$ cat config.mk
export PLATFORM = sky130hd
export DESIGN_NAME = eth_frame_loop_tx
export DESIGN_NICKNAME = d
export VERILOG_FILES = /design/src/rtl/eth_frame_loop_tx.sv
export SDC_FILE = /design/constraint.sdc
export NUM_CORES = 1
export LEC_CHECK = 0
export BUFFER_PORTS_ARGS = -buffer_cell sky130_fd_sc_hd__buf_2
export CAP_MARGIN = 20
export CORE_UTILIZATION = 40
export DETAILED_ROUTE_END_ITERATION = 12
export MAX_ROUTING_LAYER = met4
export PLACE_DENSITY = 0.7
export SETUP_SLACK_MARGIN = 0.02
export SYNTH_ARGS = -nofsm -noshare
export SYNTH_HDL_FRONTEND = slang
export SYNTH_SLANG_ARGS = --single-unit
$ cat constraint.sdc
create_clock -name clk -period 6.85 [get_ports clk]
set_input_delay 0.3425 -clock clk [delete_from_list [all_inputs] [get_ports clk]]
set_output_delay 0.3425 -clock clk [all_outputs]
set_load 0.01 [all_outputs]
$ cat src/rtl/eth_frame_loop_tx.sv
`default_nettype none
// ============================================================================
// Module      : eth_frame_loop_tx
// Description : TX-side consumer of the frame-detector loop FIFO. For every
//               frame it pulls one control word, then either drops the frame
//               bytes or forwards them to the TX MAC through a one-stage
//               register slice. While forwarding, it patches the IPv4 header
//               checksum and the L4 checksum in place. Frames flagged
//               FCS_INVALID are marked on the tlast beat via tuser.
// Ports       : clk, rst_n           - TX clock, synchronous active-low reset
//               enable               - gates the start of new frames only
//               s_axis_frame_*       - frame bytes from the loop FIFO
//               s_axis_ctl_*         - 48-bit per-frame control word
//               m_axis_*             - byte stream to the TX MAC
//               count_tx/count_drop  - sent / dropped frame counters
// Revision    : 1.0 - initial release
// ============================================================================
module eth_frame_loop_tx #(
   parameter int C_CNT_WIDTH   = 32,
   parameter int C_IP_CSUM_POS = 24
) (
   input  logic                   clk,
   input  logic                   rst_n,
   input  logic                   enable,
   input  logic [7:0]             s_axis_frame_tdata,
   input  logic                   s_axis_frame_tlast,
   input  logic                   s_axis_frame_tvalid,
   output logic                   s_axis_frame_tready,
   input  logic [47:0]            s_axis_ctl_tdata,
   input  logic                   s_axis_ctl_tvalid,
   output logic                   s_axis_ctl_tready,
   output logic [7:0]             m_axis_tdata,
   output logic                   m_axis_tuser,
   output logic                   m_axis_tlast,
   output logic                   m_axis_tvalid,
   input  logic                   m_axis_tready,
   output logic [C_CNT_WIDTH-1:0] count_tx,
   output logic [C_CNT_WIDTH-1:0] count_drop
);

   typedef enum logic [1:0] {
      ST_IDLE  = 2'd0,
      ST_SEND  = 2'd1,
      ST_FLUSH = 2'd2,
      ST_DROP  = 2'd3
   } state_t;

   // 15-bit compare space so that position+1 never wraps onto index 0
   localparam logic [14:0] c_ip_hi   = 15'(C_IP_CSUM_POS);
   localparam logic [14:0] c_ip_lo   = 15'(C_IP_CSUM_POS + 1);
   localparam logic [13:0] c_idx_max = 14'h3FFF;

   state_t                 r_state;
   state_t                 w_state_next;
   logic [47:0]            r_ctl;
   logic [13:0]            r_idx;
   logic [7:0]             r_m_tdata;
   logic                   r_m_tuser;
   logic                   r_m_tlast;
   logic                   r_m_tvalid;
   logic [C_CNT_WIDTH-1:0] r_count_tx;
   logic [C_CNT_WIDTH-1:0] r_count_drop;

   logic                   w_frame_tready;
   logic                   w_ctl_tready;
   logic                   w_in_hs;
   logic                   w_out_hs;
   logic [7:0]             w_byte;
   logic [14:0]            w_idx;
   logic [14:0]            w_pos_hi;
   logic [14:0]            w_pos_lo;
   logic                   w_l4_en;
   logic                   w_ip_en;

   // ------------------------------------------------------------------------
   // FSM: state register
   // ------------------------------------------------------------------------
   always_ff @(posedge clk) begin
      if (!rst_n) begin
         r_state <= ST_IDLE;
      end else begin
         r_state <= w_state_next;
      end
   end

   // ------------------------------------------------------------------------
   // FSM: next state and handshake outputs
   // ------------------------------------------------------------------------
   always_comb begin
      w_state_next   = r_state;
      w_frame_tready = 1'b0;
      w_ctl_tready   = 1'b0;
      case (r_state)
         ST_IDLE: begin
            if (s_axis_ctl_tvalid && enable) begin
               w_ctl_tready = 1'b1;
               w_state_next = s_axis_ctl_tdata[1] ? ST_DROP : ST_SEND;
            end
         end
         ST_SEND: begin
            // register slice: accept whenever the output stage is empty or draining
            w_frame_tready = ~r_m_tvalid | m_axis_tready;
            if (s_axis_frame_tvalid && w_frame_tready && s_axis_frame_tlast) begin
               w_state_next = ST_FLUSH;
            end
         end
         ST_FLUSH: begin
            // output stage holds the tlast beat until the MAC takes it
            if (r_m_tvalid && m_axis_tready) begin
               w_state_next = ST_IDLE;
            end
         end
         ST_DROP: begin
            w_frame_tready = 1'b1;
            if (s_axis_frame_tvalid && s_axis_frame_tlast) begin
               w_state_next = ST_IDLE;
            end
         end
         default: begin
            w_state_next = ST_IDLE;
         end
      endcase
   end

   assign w_in_hs  = s_axis_frame_tvalid & w_frame_tready;
   assign w_out_hs = r_m_tvalid & m_axis_tready;

   // ------------------------------------------------------------------------
   // Checksum patching; the L4 patch is applied last so it wins on overlap
   // ------------------------------------------------------------------------
   assign w_idx    = {1'b0, r_idx};
   assign w_pos_hi = {1'b0, r_ctl[15:2]};
   assign w_pos_lo = w_pos_hi + 15'd1;
   assign w_l4_en  = |r_ctl[15:2];
   assign w_ip_en  = |r_ctl[47:32];

   always_comb begin
      w_byte = s_axis_frame_tdata;
      if (w_ip_en && (w_idx == c_ip_hi)) begin
         w_byte = r_ctl[47:40];
      end else if (w_ip_en && (w_idx == c_ip_lo)) begin
         w_byte = r_ctl[39:32];
      end
      if (w_l4_en && (w_idx == w_pos_hi)) begin
         w_byte = r_ctl[31:24];
      end else if (w_l4_en && (w_idx == w_pos_lo)) begin
         w_byte = r_ctl[23:16];
      end
   end

   // ------------------------------------------------------------------------
   // Datapath: control latch, byte index, output slice, counters
   // ------------------------------------------------------------------------
   always_ff @(posedge clk) begin
      if (!rst_n) begin
         r_ctl        <= '0;
         r_idx        <= '0;
         r_m_tdata    <= '0;
         r_m_tuser    <= 1'b0;
         r_m_tlast    <= 1'b0;
         r_m_tvalid   <= 1'b0;
         r_count_tx   <= '0;
         r_count_drop <= '0;
      end else begin
         if (w_ctl_tready) begin
            r_ctl <= s_axis_ctl_tdata;
            r_idx <= '0;
         end

         if (w_in_hs && (r_state == ST_SEND)) begin
            r_m_tdata  <= w_byte;
            r_m_tlast  <= s_axis_frame_tlast;
            r_m_tuser  <= s_axis_frame_tlast & r_ctl[0];
            r_m_tvalid <= 1'b1;
            if (r_idx != c_idx_max) begin
               r_idx <= r_idx + 14'd1;
            end
         end else if (w_out_hs) begin
            r_m_tvalid <= 1'b0;
         end

         if ((r_state == ST_FLUSH) && w_out_hs) begin
            r_count_tx <= r_count_tx + C_CNT_WIDTH'(1);
         end

         if ((r_state == ST_DROP) && w_in_hs && s_axis_frame_tlast) begin
            r_count_drop <= r_count_drop + C_CNT_WIDTH'(1);
         end
      end
   end

   // Handshakes are combinational from state; hold them low while in reset
   assign s_axis_frame_tready = w_frame_tready & rst_n;
   assign s_axis_ctl_tready   = w_ctl_tready & rst_n;
   assign m_axis_tdata        = r_m_tdata;
   assign m_axis_tuser        = r_m_tuser;
   assign m_axis_tlast        = r_m_tlast;
   assign m_axis_tvalid       = r_m_tvalid;
   assign count_tx            = r_count_tx;
   assign count_drop          = r_count_drop;

endmodule
`default_nettype wire

==> results of run 1 <==
-- state kept, by name (all words and copies together), names as in the netlist --
register and count:
m_axis_tdata 8, r_state 2, m_axis_tuser 1, m_axis_tvalid 1, r_idx 14, count_tx 32, count_drop 32, m_axis_tlast 1
r_ctl 47
-- stage by stage --
stage | instance area, um^2 | hold WS (ns) | power [mW] | setup WS [ns] | utilization (%)
floorplan | 7024 | 0.4433 | 0.9367 | 4.407 | -
global placement | 7826 | 0.4530 | 0.9819 | 4.207 | 45.41
detailed placement | 7826 | 0.4595 | 0.9832 | 4.127 | 45.41
CTS | 8403 | 0.1489 | 1.893 | 4.092 | 48.75
global route | 8403 | 0.1604 | 1.944 | 3.947 | 48.75
finish | 8403 | 0.1709 | 1.868 | 4.078 | 48.75
-- how the worst min path moves through the flow --
| stage | endpoint | start | slack (ns) |
|---|---|---|---|
| floorplan | r_ctl[23] | r_ctl[23] | 0.44 |
| global placement | r_ctl[20] | r_ctl[20] | 0.45 |
| detailed placement | r_ctl[27] | r_ctl[27] | 0.46 |
| CTS | r_ctl[27] | s_axis_ctl_tdata[27] | 0.15 |
| global route | r_ctl[21] | s_axis_ctl_tdata[21] | 0.16 |
| finish | r_ctl[27] | s_axis_ctl_tdata[27] | 0.17 |
-- area by class of cell --
| cell class | count | share of cell area [%] |
|---|---|---|
| Multi-Input combinational cell | 602 | 47.26 |
| Clock inverter | 13 | 1.593 |
| Tap cell | 225 | 3.350 |
| Sequential cell | 138 | 32.88 |
| Timing Repair Buffer | 143 | 8.666 |
| Clock buffer | 19 | 5.271 |
| Inverter | 22 | 0.9827 |
-- worst max-delay path: stages (launching register included) --
cell	delay, ns
dfxtp_1	0.43
ha_1	0.25
and4_2	0.31
a31oi_1	0.12
or4_1	0.49
a32o_2	0.33
or3_1	0.54
o221ai_2	0.23
-- per-layer routing --
metal / global-route usage (%) / part of all wire, % / vias to the layer above
met2: 30.22 / 47 / 106
met3: 3.716 / 3.0 / 17
li1: - / - / 3035
met4: 5.993 / 1.5 / 0
met1: 24.50 / 48 / 2816
met5: - / 0 / -
-- kinds of logic (layout without fill, tap and decap cells) --
kind of cell / after synthesis / in the layout
simple gates: 374 / 374
flops: 138 / 138
compound gates: 124 / 124
buf+inv: 72 / 197
mux: 23 / 23
xor+xnor: 74 / 74
fa+ha+maj: 7 / 7
-- placed cells by master, fill, tap and decap left out, types with 4 or more instances in the layout --
| master | instances |
|---|---|
| a21boi_0 | 63 |
| a21oi_1 | 9 |
| a22oi_1 | 7 |
| and2_1 | 56 |
| and3_1 | 15 |
| and4_1 | 11 |
| and4_2 | 4 |
| buf_2 | 138 |
| buf_4 | 5 |
| clkbuf_16 | 17 |
| dfxtp_1 | 138 |
| ha_1 | 7 |
| inv_1 | 22 |
| inv_6 | 5 |
| mux2_2 | 8 |
| mux2i_1 | 15 |
| nand2_1 | 131 |
| nand2b_1 | 7 |
| nand3_1 | 28 |
| nand4_1 | 28 |
| nor2_1 | 23 |
| nor2b_1 | 10 |
| nor3_1 | 13 |
| nor4_1 | 13 |
| o21ai_0 | 15 |
| o221ai_2 | 7 |
| or3_1 | 10 |
| xnor2_1 | 53 |
| xor2_1 | 21 |
-- power groups by stage --
stage / Combinational (mW) / Sequential (mW) / Clock [mW]
floorplan: 0.0871 / 0.850 / 0
global placement: 0.127 / 0.855 / 0
detailed placement: 0.127 / 0.856 / 0
CTS: 0.128 / 0.838 / 0.927
global route: 0.143 / 0.841 / 0.960
finish: 0.128 / 0.838 / 0.902
==> metrics.yaml, run 1 <==
grt_overflow: 0
cts_resized: 0
vias_per_cell: 5.141
diodes: 0
power_frac_seq_pct: 44.9
start_kind: "flop"
yosysTopAreaCell: "dfxtp_1"
tns_ns: 0
worstPathRequired_ns: 7.18
fin_crit_sh_pct: 40.47
finalClockSkew_ns: 0.009019
drc: 0
clock-sinks: 138
synth_cells: 812
ys_seq_area_share_pct: 39.33
clkPwrFrac_pct: 48.3
cts_buffers: 17
arrival_ns: 3.11
fmax_mhz: 360.7
grt_pass1_vias: 5457
place_congestion: 0.8224
worst_pin_slew_ns: 1.003
nFillCells: 1672
synth_cell_type_count: 62
synth_top_family_by_area: "simple AND/OR/NAND/NOR gates"
p_int_mw: 1.394
synth.ff_latch_count: 138
end_kind: "flop"
regToRegStartpoint: "r_ctl[3]"
maxSlewViolCount: 0
clockRootBuffer: "clkbuf_16"
rr_worst_depth: 7
synth_edf_count: 0
grt_use_total_pct: 19.09
htree_levels: 4
insertion_delay_ns: 0.41
synthAdderAreaFrac_pct: 1.247
synth_area_leaders: "dfxtp_1 39%, nand2_1 7.0%, a21boi_0 6.7%, xnor2_1 6.6%, and2_1 5.0%"
grt_pass1_wl_um: 26970
hold_viol: 0
worstHoldPathType: "input pin to flop"
clk_pin_slew_ns: 0.07
rrSetupSlack_ns: 4.08
drtAntennaViolNets: 0
antenna_found_initial: 0
fp.dieH_um: 134.5
synth_ff_type: "dfxtp_1"
port-buffer-count: 139
wirelength_um: 16580
power.leakage_nw: 3.486
synthXorXnorAreaFrac_pct: 9.227
endpoint: "m_axis_tdata[2]"
drv_cap: 0
post-synth-top-area-fraction_pct: 39.33
die_w_um: 134.5
rsz0062_at_grt: "false"
r2r-end: "m_axis_tdata[2]"
synth-compound-area-share_pct: 13.70
dp_hpwl_um: 11520
coreArea_um2: 17240
hold_path_depth: 3
cts_buffer_depth: 2
holdBufCountCts: 0
status: "completed"
dr.pass1.iters: 4
async_reset_ff_share_pct: 0
cts_tree: "done"
vias: 5974
multi_input_area_um2: 3971
rows: 48
synth.most_common_cell: "dfxtp_1"
sw_frac_of_total_pct: 25.40
wire_per_inst_um: 14.27
ir_drop_mv: 0.1693
pwr_density_cell_nw_per_um2: 222.3
post_cts.repair.setup_buffers: 0
die-area_um2: 18090
ff_latch_area_um2: 2763
drive_above_1_share_pct: 22.20
ys_warn_count: 0
fin_cells: 1162
synth.net_count: 882
synth-simple-area-share_pct: 28.70
setup_violations: 0
area_delta_synth_final_pct: 19.63
crit_fanout: 7
grt_max_degree: 93
start_util_pct: 40.75
slew_headroom_pct: 32.98
io-pin-count: 140
startpoint: "r_ctl[3]"
drtIter0Drc: 309
synth_area_per_cell_um2: 8.651
muxShareOfSynthArea_pct: 3.420
crit_type: "flop to flop"
syn-cell-area_um2: 7024
yosys-top-cells-count: "138 x dfxtp_1, 131 x nand2_1, 63 x a21boi_0"
p_sw_uw: 474.4
p_comb_share_pct: 6.8
nets: 994
period_needed_ns: 2.772
dpl.cell_count: 1130
No activity file was read; power rests on OpenSTA's default activity.
==> run 2: changes to the inputs <==
- ABC_AREA: unset -> 1
- clock period: 6.85 -> 2.8 ns (I/O delays scaled with it)
==> run 2 against run 1 <==
Effect of this change:
- total power grew to 2.8 times the previous value
- fmax increased by 18%
- final area is 6.4% higher
- sequential share of layout area shrank 2.0 points
- clock power increased to 2.8 times the previous value
- wire length up 16%
- utilization rose by 2.7 points
- first-iteration DRC count up 30%
- register-to-register slack got worse by 3.6 ns
- count of clock-buffer cells in the layout is the same
- worst setup slack worse by 3.6 ns
- largest cell class unchanged
- highest routed layer unchanged
==> metrics.yaml, run 2 <==
die-area_um2: 18320  # was 18,090 um^2
grt_use_total_pct: 22.16  # was 19.09%
arrival_ns: 2.70  # was 3.11 ns
endpoint: "m_axis_tdata[7]"  # was m_axis_tdata[2]
power.leakage_nw: 4.028  # was 3.486 nW
clockRootBuffer: "clkbuf_16"  # unchanged
yosys-top-cells-count: "223 x nand2_1, 155 x nor2_1, 139 x inv_1"  # was 138 x dfxtp_1, 131 x nand2_1, 63 x a21boi_0
synth_top_family_by_area: "simple AND/OR/NAND/NOR gates"  # unchanged
vias: 7132  # was 5,974
synth-simple-area-share_pct: 32.48  # was 28.70%
diodes: 0  # unchanged
synth.net_count: 1131  # was 882
drv_cap: 0  # unchanged
clk_pin_slew_ns: 0.06  # was 0.07 ns
post_cts.repair.setup_buffers: 0  # unchanged
grt_max_degree: 78  # was 93
regToRegStartpoint: "r_ctl[3]"  # unchanged
synth_cell_type_count: 37  # was 62
ys_seq_area_share_pct: 38.85  # was 39.33%
dpl.cell_count: 1402  # was 1,130
area_delta_synth_final_pct: 25.69  # was 19.63%
synth.most_common_cell: "nand2_1"  # was dfxtp_1
crit_type: "flop to flop"  # unchanged
worst_slack_ns: 0.4555  # was 4.078 ns
end_kind: "flop"  # unchanged
fin_area_um2: 8939  # was 8403 um^2
synthAdderAreaFrac_pct: 1.232  # was 1.247%
grt_pass1_wl_um: 31270  # was 26,970 um
cts_resized: 0  # unchanged
async_reset_ff_share_pct: 0  # unchanged
hold_start: "s_axis_ctl_tdata[28]"  # was s_axis_ctl_tdata[27]
coreArea_um2: 17360  # was 17,240 um^2
port-buffer-count: 139  # unchanged
largest_reg_flops: 47  # unchanged
grt_pass1_vias: 6455  # was 5,457
antenna_found_initial: 0  # unchanged
start_util_pct: 40.97  # was 40.75%
placed_area_um2: 8033  # was 7826 um^2
synth_ff_type: "dfxtp_1"  # unchanged
insertion_delay_ns: 0.43  # was 0.41 ns
place_congestion: 0.9416  # was 0.8224
finalClockSkew_ns: 0.008679  # was 0.009019 ns
worstHoldPathType: "input pin to flop"  # unchanged
ir_drop_mv: 0.4191  # was 0.1693 mV
worst_pin_slew_ns: 0.7219  # was 1.003 ns
maxSlewViolCount: 0  # unchanged
fin_crit_sh_pct: 83.73  # was 40.47%
dp_slack_ns: 0.5314  # was 4.127 ns
synth_area_leaders: "dfxtp_1 39%, nand2_1 12%, nor2_1 8.2%, inv_1 7.3%, o21ai_0 6.0%"  # was dfxtp_1 39%, nand2_1 7.0%, a21boi_0 6.7%, xnor2_1 6.6%, and2_1 5.0%
ff_latch_area_um2: 2763  # unchanged
holdBufCountCts: 24  # was 0
synth_area_per_cell_um2: 6.703  # was 8.651 um^2
start_kind: "flop"  # unchanged
status: "completed"  # unchanged
drive_above_1_share_pct: 16.87  # was 22.20%
rows: 48  # unchanged
die_w_um: 135.3  # was 134.5 um
wire_per_inst_um: 13.19  # was 14.27 um
wirelength_um: 19230  # was 16,580 um
fmax_mhz: 426.5  # was 360.7 MHz
hold_viol: 0  # unchanged
grt_overflow: 0  # unchanged
io-pin-count: 140  # unchanged
fin_cells: 1458  # was 1,162
synthXorXnorAreaFrac_pct: 4.064  # was 9.227%
yosysTopAreaCell: "dfxtp_1"  # unchanged
synth_cells: 1061  # was 812
final_util_pct: 51.50  # was 48.75%
pwr_density_cell_nw_per_um2: 576.6  # was 222.3 nW/um^2
rr_worst_depth: 13  # was 7
dp_hpwl_um: 13960  # was 11,520 um
startpoint: "r_ctl[3]"  # unchanged
final_common_cell: "nand2_1"
nets: 1290  # was 994
drtAntennaViolNets: 0  # unchanged
synth.ff_latch_count: 138  # unchanged
r2r-end: "m_axis_tdata[7]"  # was m_axis_tdata[2]
vias_per_cell: 4.892  # was 5.141
drtIter0Drc: 403  # was 309
worstPathRequired_ns: 3.15  # was 7.18 ns
synth-compound-area-share_pct: 14.09  # was 13.70%
rrSetupSlack_ns: 0.46  # was 4.08 ns
clock-sinks: 138  # unchanged
fp.dieH_um: 135.3  # was 134.5 um
syn-cell-area_um2: 7112  # was 7024 um^2
cts_buffer_depth: 2  # unchanged
drc: 0  # unchanged
synth_edf_count: 0  # unchanged
cts_tree: "done"  # unchanged
htree_levels: 4  # unchanged
cts_buffers: 17  # unchanged
ys_warn_count: 0  # unchanged
nFillCells: 1720  # was 1,672
post-synth-top-area-fraction_pct: 38.85  # was 39.33%
dr.pass1.iters: 5  # was 4
period_needed_ns: 2.344  # was 2.772 ns
top_register: "r_ctl"  # unchanged
crit_fanout: 9  # was 7
setup_violations: 0  # unchanged
muxShareOfSynthArea_pct: 0  # was 3.420%
final_cell_mix: "223 x nand2_1, 155 x nor2_1, 139 x buf_2"  # was 138 x dfxtp_1, 138 x buf_2, 131 x nand2_1
slew_headroom_pct: 51.88  # was 32.98%
rsz0062_at_grt: "false"  # unchanged
multi_input_area_um2: 3689  # was 3971 um^2
tns_ns: 0  # unchanged
-- run 2: cell count changes in the layout (fill, tap and decap cells not counted), sizes merged, moves of 20 or more --
cell	change
a21boi	-63
o21ai	+70
xnor2	-45
dlygate4sd3	+24
and2	-56
nor2	+140
nor3	+20
inv	+118
nand2	+93
nand3	+24
a21oi	+76
-- run 2: worst min path at each step --
stage / slack [ns] / cells past startpoint / end
after global routing: 0.004 / 3 / r_ctl[28]
after CTS: 0.0007 / 3 / r_ctl[28]
after floorplan: 0.27 / 2 / r_ctl[0]
final: 0.005 / 3 / r_ctl[28]
after detailed placement: 0.37 / 3 / r_ctl[9]
after global placement: 0.36 / 3 / r_ctl[31]
-- run 2: metal layers --
metal  wire length (um)  global-route usage, %  vias up
li1                   -                      -     3749
met1               9192                  28.23     3176
met2               8950                  35.78      184
met3                771                  3.292       23
met4                312                  7.491        0
met5                  0                      -        -
-- run 2: area by class of cell --
class	instances	area share [%]
sequential	138	30.91
clock inverter	13	2.380
multi-input combinational	750	41.27
inverter	143	6.033
timing repair buffer	170	11.20
clock buffer	19	5.067
tap	225	3.149
-- run 2: cell families (layout without fill, tap and decap cells) --
family	count (synthesis)	after routing
AND/OR/NAND/NOR	522	522
adder cells (fa/ha/maj)	7	7
XOR/XNOR	33	33
flip-flops	138	138
AO/OA/AOI/OAI	188	188
buffers and inverters	173	345
-- run 2: through the flow --
step                total power, mW  hold slack, ns
finish                        5.154        0.005190
detailed placement            2.615          0.3696
global route                  5.362        0.003975
CTS                           5.196       0.0006555
floorplan                     2.450          0.2749
global placement              2.609          0.3624
-- run 2: power breakdown --
part	switching, mW	internal, mW	leakage (nW)
Sequential	0.0570	2.03	1.12
Clock	0.914	1.64	0.328
Combinational	0.321	0.190	2.58
-- run 2: worst max-delay path, stage by stage, from the launching register on --
cell	delay, ns
dfxtp_1	0.40
ha_1	0.29
nand3_2	0.12
nor2_2	0.24
nand3_1	0.12
nand2_1	0.09
nand2_1	0.06
nor2_2	0.39
nand3_4	0.19
nand2_1	0.09
nand2_1	0.05
nand2_1	0.07
nand2_1	0.06
a21oi_1	0.11
==> run 3: changes to the inputs <==
- clock period: 2.8 -> 2.4 ns (I/O delays scaled with it)
==> run 3 against run 2 <==
Effect of this change:
- register-to-register slack got worse by 0.21 ns
- sequential cell count unchanged
- clock skew up 0.0020 ns
- largest cell class unchanged
- die area stayed put
- critical path depth increased by 1
- worst setup slack lost 0.21 ns
- sequential power is 17% higher
==> metrics.yaml, run 3 (synthesis gave the netlist of run 2 again) <==
status: "completed"  # unchanged
largest_reg_flops: 47  # unchanged
final_cell_mix: "222 x nand2_1, 154 x nor2_1, 139 x buf_2"  # was 223 x nand2_1, 155 x nor2_1, 139 x buf_2
r2r-end: "m_axis_tdata[7]"  # unchanged
nets: 1308  # was 1,290
tns_ns: 0  # unchanged
place_congestion: 0.8885  # was 0.9416
power.leakage_nw: 4.101  # was 4.028 nW
drv_cap: 0  # unchanged
clock-sinks: 138  # unchanged
die-area_um2: 18320  # unchanged
crit_type: "flop to flop"  # unchanged
post_cts.repair.setup_buffers: 0  # unchanged
grt_overflow: 0  # unchanged
wirelength_um: 19540  # was 19,230 um
wire_per_inst_um: 13.24  # was 13.19 um
fin_crit_sh_pct: 89.95  # was 83.73%
regToRegStartpoint: "r_idx[1]"  # was r_ctl[3]
rr_worst_depth: 14  # was 13
worstHoldPathType: "input pin to flop"  # unchanged
area_delta_synth_final_pct: 28.36  # was 25.69%
worst_slack_ns: 0.2413  # was 0.4555 ns
worst_path_largest_cell_delay_ns: 0.35  # was 0.40 ns
maxSlewViolCount: 0  # unchanged
path_cells: "inv_1 > ha_1 > nand3_1 > or2_2 > nor2_2 > nand2_1 > nand2_1 > nand3_1 > nand2_1 > nand2_1 > nand2_1 > nand2_1 > nand2_1 > a21oi_1"  # was ha_1 > nand3_2 > nor2_2 > nand3_1 > nand2_1 > nand2_1 > nor2_2 > nand3_4 > nand2_1 > nand2_1 > nand2_1 > nand2_1 > a21oi_1
drive_above_1_share_pct: 17.19  # was 16.87%
dr.pass1.iters: 5  # unchanged
drtAntennaViolNets: 0  # unchanged
critPathBufInv: 1  # was 0
crit_family: "simple AND/OR/NAND/NOR gates"  # unchanged
final_common_cell: "nand2_1"  # unchanged
fmax_mhz: 463.2  # was 426.5 MHz
period_needed_ns: 2.159  # was 2.344 ns
finalClockSkew_ns: 0.01065  # was 0.008679 ns
pwr_density_cell_nw_per_um2: 655.2  # was 576.6 nW/um^2
ir_drop_mv: 0.5000  # was 0.4191 mV
rows: 48  # unchanged
hold_viol: 0  # unchanged
fp.dieH_um: 135.3  # unchanged
cts_buffers: 17  # unchanged
p_total_mw: 5.982  # was 5.154 mW
end_kind: "flop"  # unchanged
rrSetupSlack_ns: 0.24  # was 0.46 ns
grt_pass1_vias: 6710  # was 6,455
setup_violations: 0  # unchanged
dp_slack_ns: 0.1889  # was 0.5314 ns
drtIter0Drc: 367  # was 403
slew_headroom_pct: 67.60  # was 51.88%
insertion_delay_ns: 0.42  # was 0.43 ns
cts_tree: "done"  # unchanged
crit_cells: 14  # was 13
slowest_stage: "dfxtp_2"  # was dfxtp_1
dp_hpwl_um: 13780  # was 13,960 um
grt_max_degree: 86  # was 78
worstPathRequired_ns: 2.69  # was 3.15 ns
rsz0062_at_grt: "false"  # unchanged
start_util_pct: 40.97  # unchanged
grt_use_total_pct: 22.34  # was 22.16%
start_kind: "flop"  # unchanged
drc: 0  # unchanged
vias: 7245  # was 7,132
top_register: "r_ctl"  # unchanged
die_w_um: 135.3  # unchanged
diodes: 0  # unchanged
worst_pin_slew_ns: 0.4848  # was 0.7219 ns
cts_buffer_depth: 2  # unchanged
port-buffer-count: 139  # unchanged
path_common_cell: "nand2_1"  # unchanged
htree_levels: 4  # unchanged
startpoint: "r_idx[1]"  # was r_ctl[3]
io-pin-count: 140  # unchanged
endpoint: "m_axis_tdata[7]"  # unchanged
antenna_found_initial: 0  # unchanged
vias_per_cell: 4.909  # was 4.892
clockRootBuffer: "clkbuf_16"  # unchanged
grt_pass1_wl_um: 31670  # was 31,270 um
arrival_ns: 2.45  # was 2.70 ns
coreArea_um2: 17360  # unchanged
clk_pin_slew_ns: 0.06  # about the same
crit_fanout: 8  # was 9
run 3: changes by cell type in the layout (fill, tap and decap cells not counted), moves of 2 or more:
| cell | change |
|---|---|
| dfxtp_1 | -4 |
| nor2_4 | +2 |
| clkbuf_1 | +3 |
| dfxtp_2 | +4 |
| buf_4 | +2 |
| dlygate4sd3_1 | +14 |
| inv_6 | -3 |
run 3: worst register-to-register path, delay by kind of cell, from the launching register on:
kind / cells / cell delay, ns
AOI/OAI and AO/OA: 1 / 0.05
adders and majority gates: 1 / 0.16
buffers and inverters: 1 / 0.14
DFF: 1 / 0.35
and+or+nand+nor: 11 / 1.33
run 3: how the worst min path moves through the flow:
stage,cells after the start,end,from
2_1_floorplan,2,r_ctl[0],s_axis_ctl_tdata[0]
3_3_place_gp,3,r_ctl[30],s_axis_ctl_tdata[30]
3_5_place_dp,3,r_ctl[31],s_axis_ctl_tdata[31]
4_1_cts,3,r_ctl[2],s_axis_ctl_tdata[2]
5_1_grt,3,r_ctl[47],s_axis_ctl_tdata[47]
6_report,3,r_ctl[34],s_axis_ctl_tdata[34]
run 3: layer usage:
| layer | track usage (%) | up-vias | part of all wire [%] |
|---|---|---|---|
| met1 | 27.75 | 3263 | 48 |
| met5 | - | - | 0 |
| li1 | - | 3775 | - |
| met4 | 8.365 | 0 | 2.0 |
| met3 | 3.517 | 37 | 3.8 |
| met2 | 36.38 | 170 | 47 |
run 3: what timing repair did:
| action | 4_1_cts | 5_1_grt |
|---|---|---|
| hold buffers | 38 | 0 |
| endpoints found under the hold margin | 39 | 0 |
| endpoints found under the setup margin | 0 | 13 |
| resized for setup | 0 | 8 |
run 3: cell type report:
class                      count  area (um^2)
clock inverter                10        190.2
clock buffer                  22        464.2
fill                        1700         8228
sequential                   138         2768
inverter                     143        539.3
timing repair buffer         187         1176
tap                          225        281.5
multi-input combinational    751         3710
run 3: stage by stage:
stage	util [%]	hold WS [ns]	instance area [um^2]	cells
CTS	52.44	0.003187	9102	1475
finish	52.60	0.0009761	9129	1476
global placement	46.48	0.3439	8068	1405
global route	52.60	0.02745	9129	1476
detailed placement	46.48	0.3561	8068	1405
floorplan	-	0.2549	7112	1061
run 3: power by group:
part | internal [mW] | leakage [nW] | switching [mW]
combinational | 0.245 | 2.66 | 0.380
sequential | 2.38 | 1.12 | 0.0642
clock | 1.91 | 0.318 | 1.01
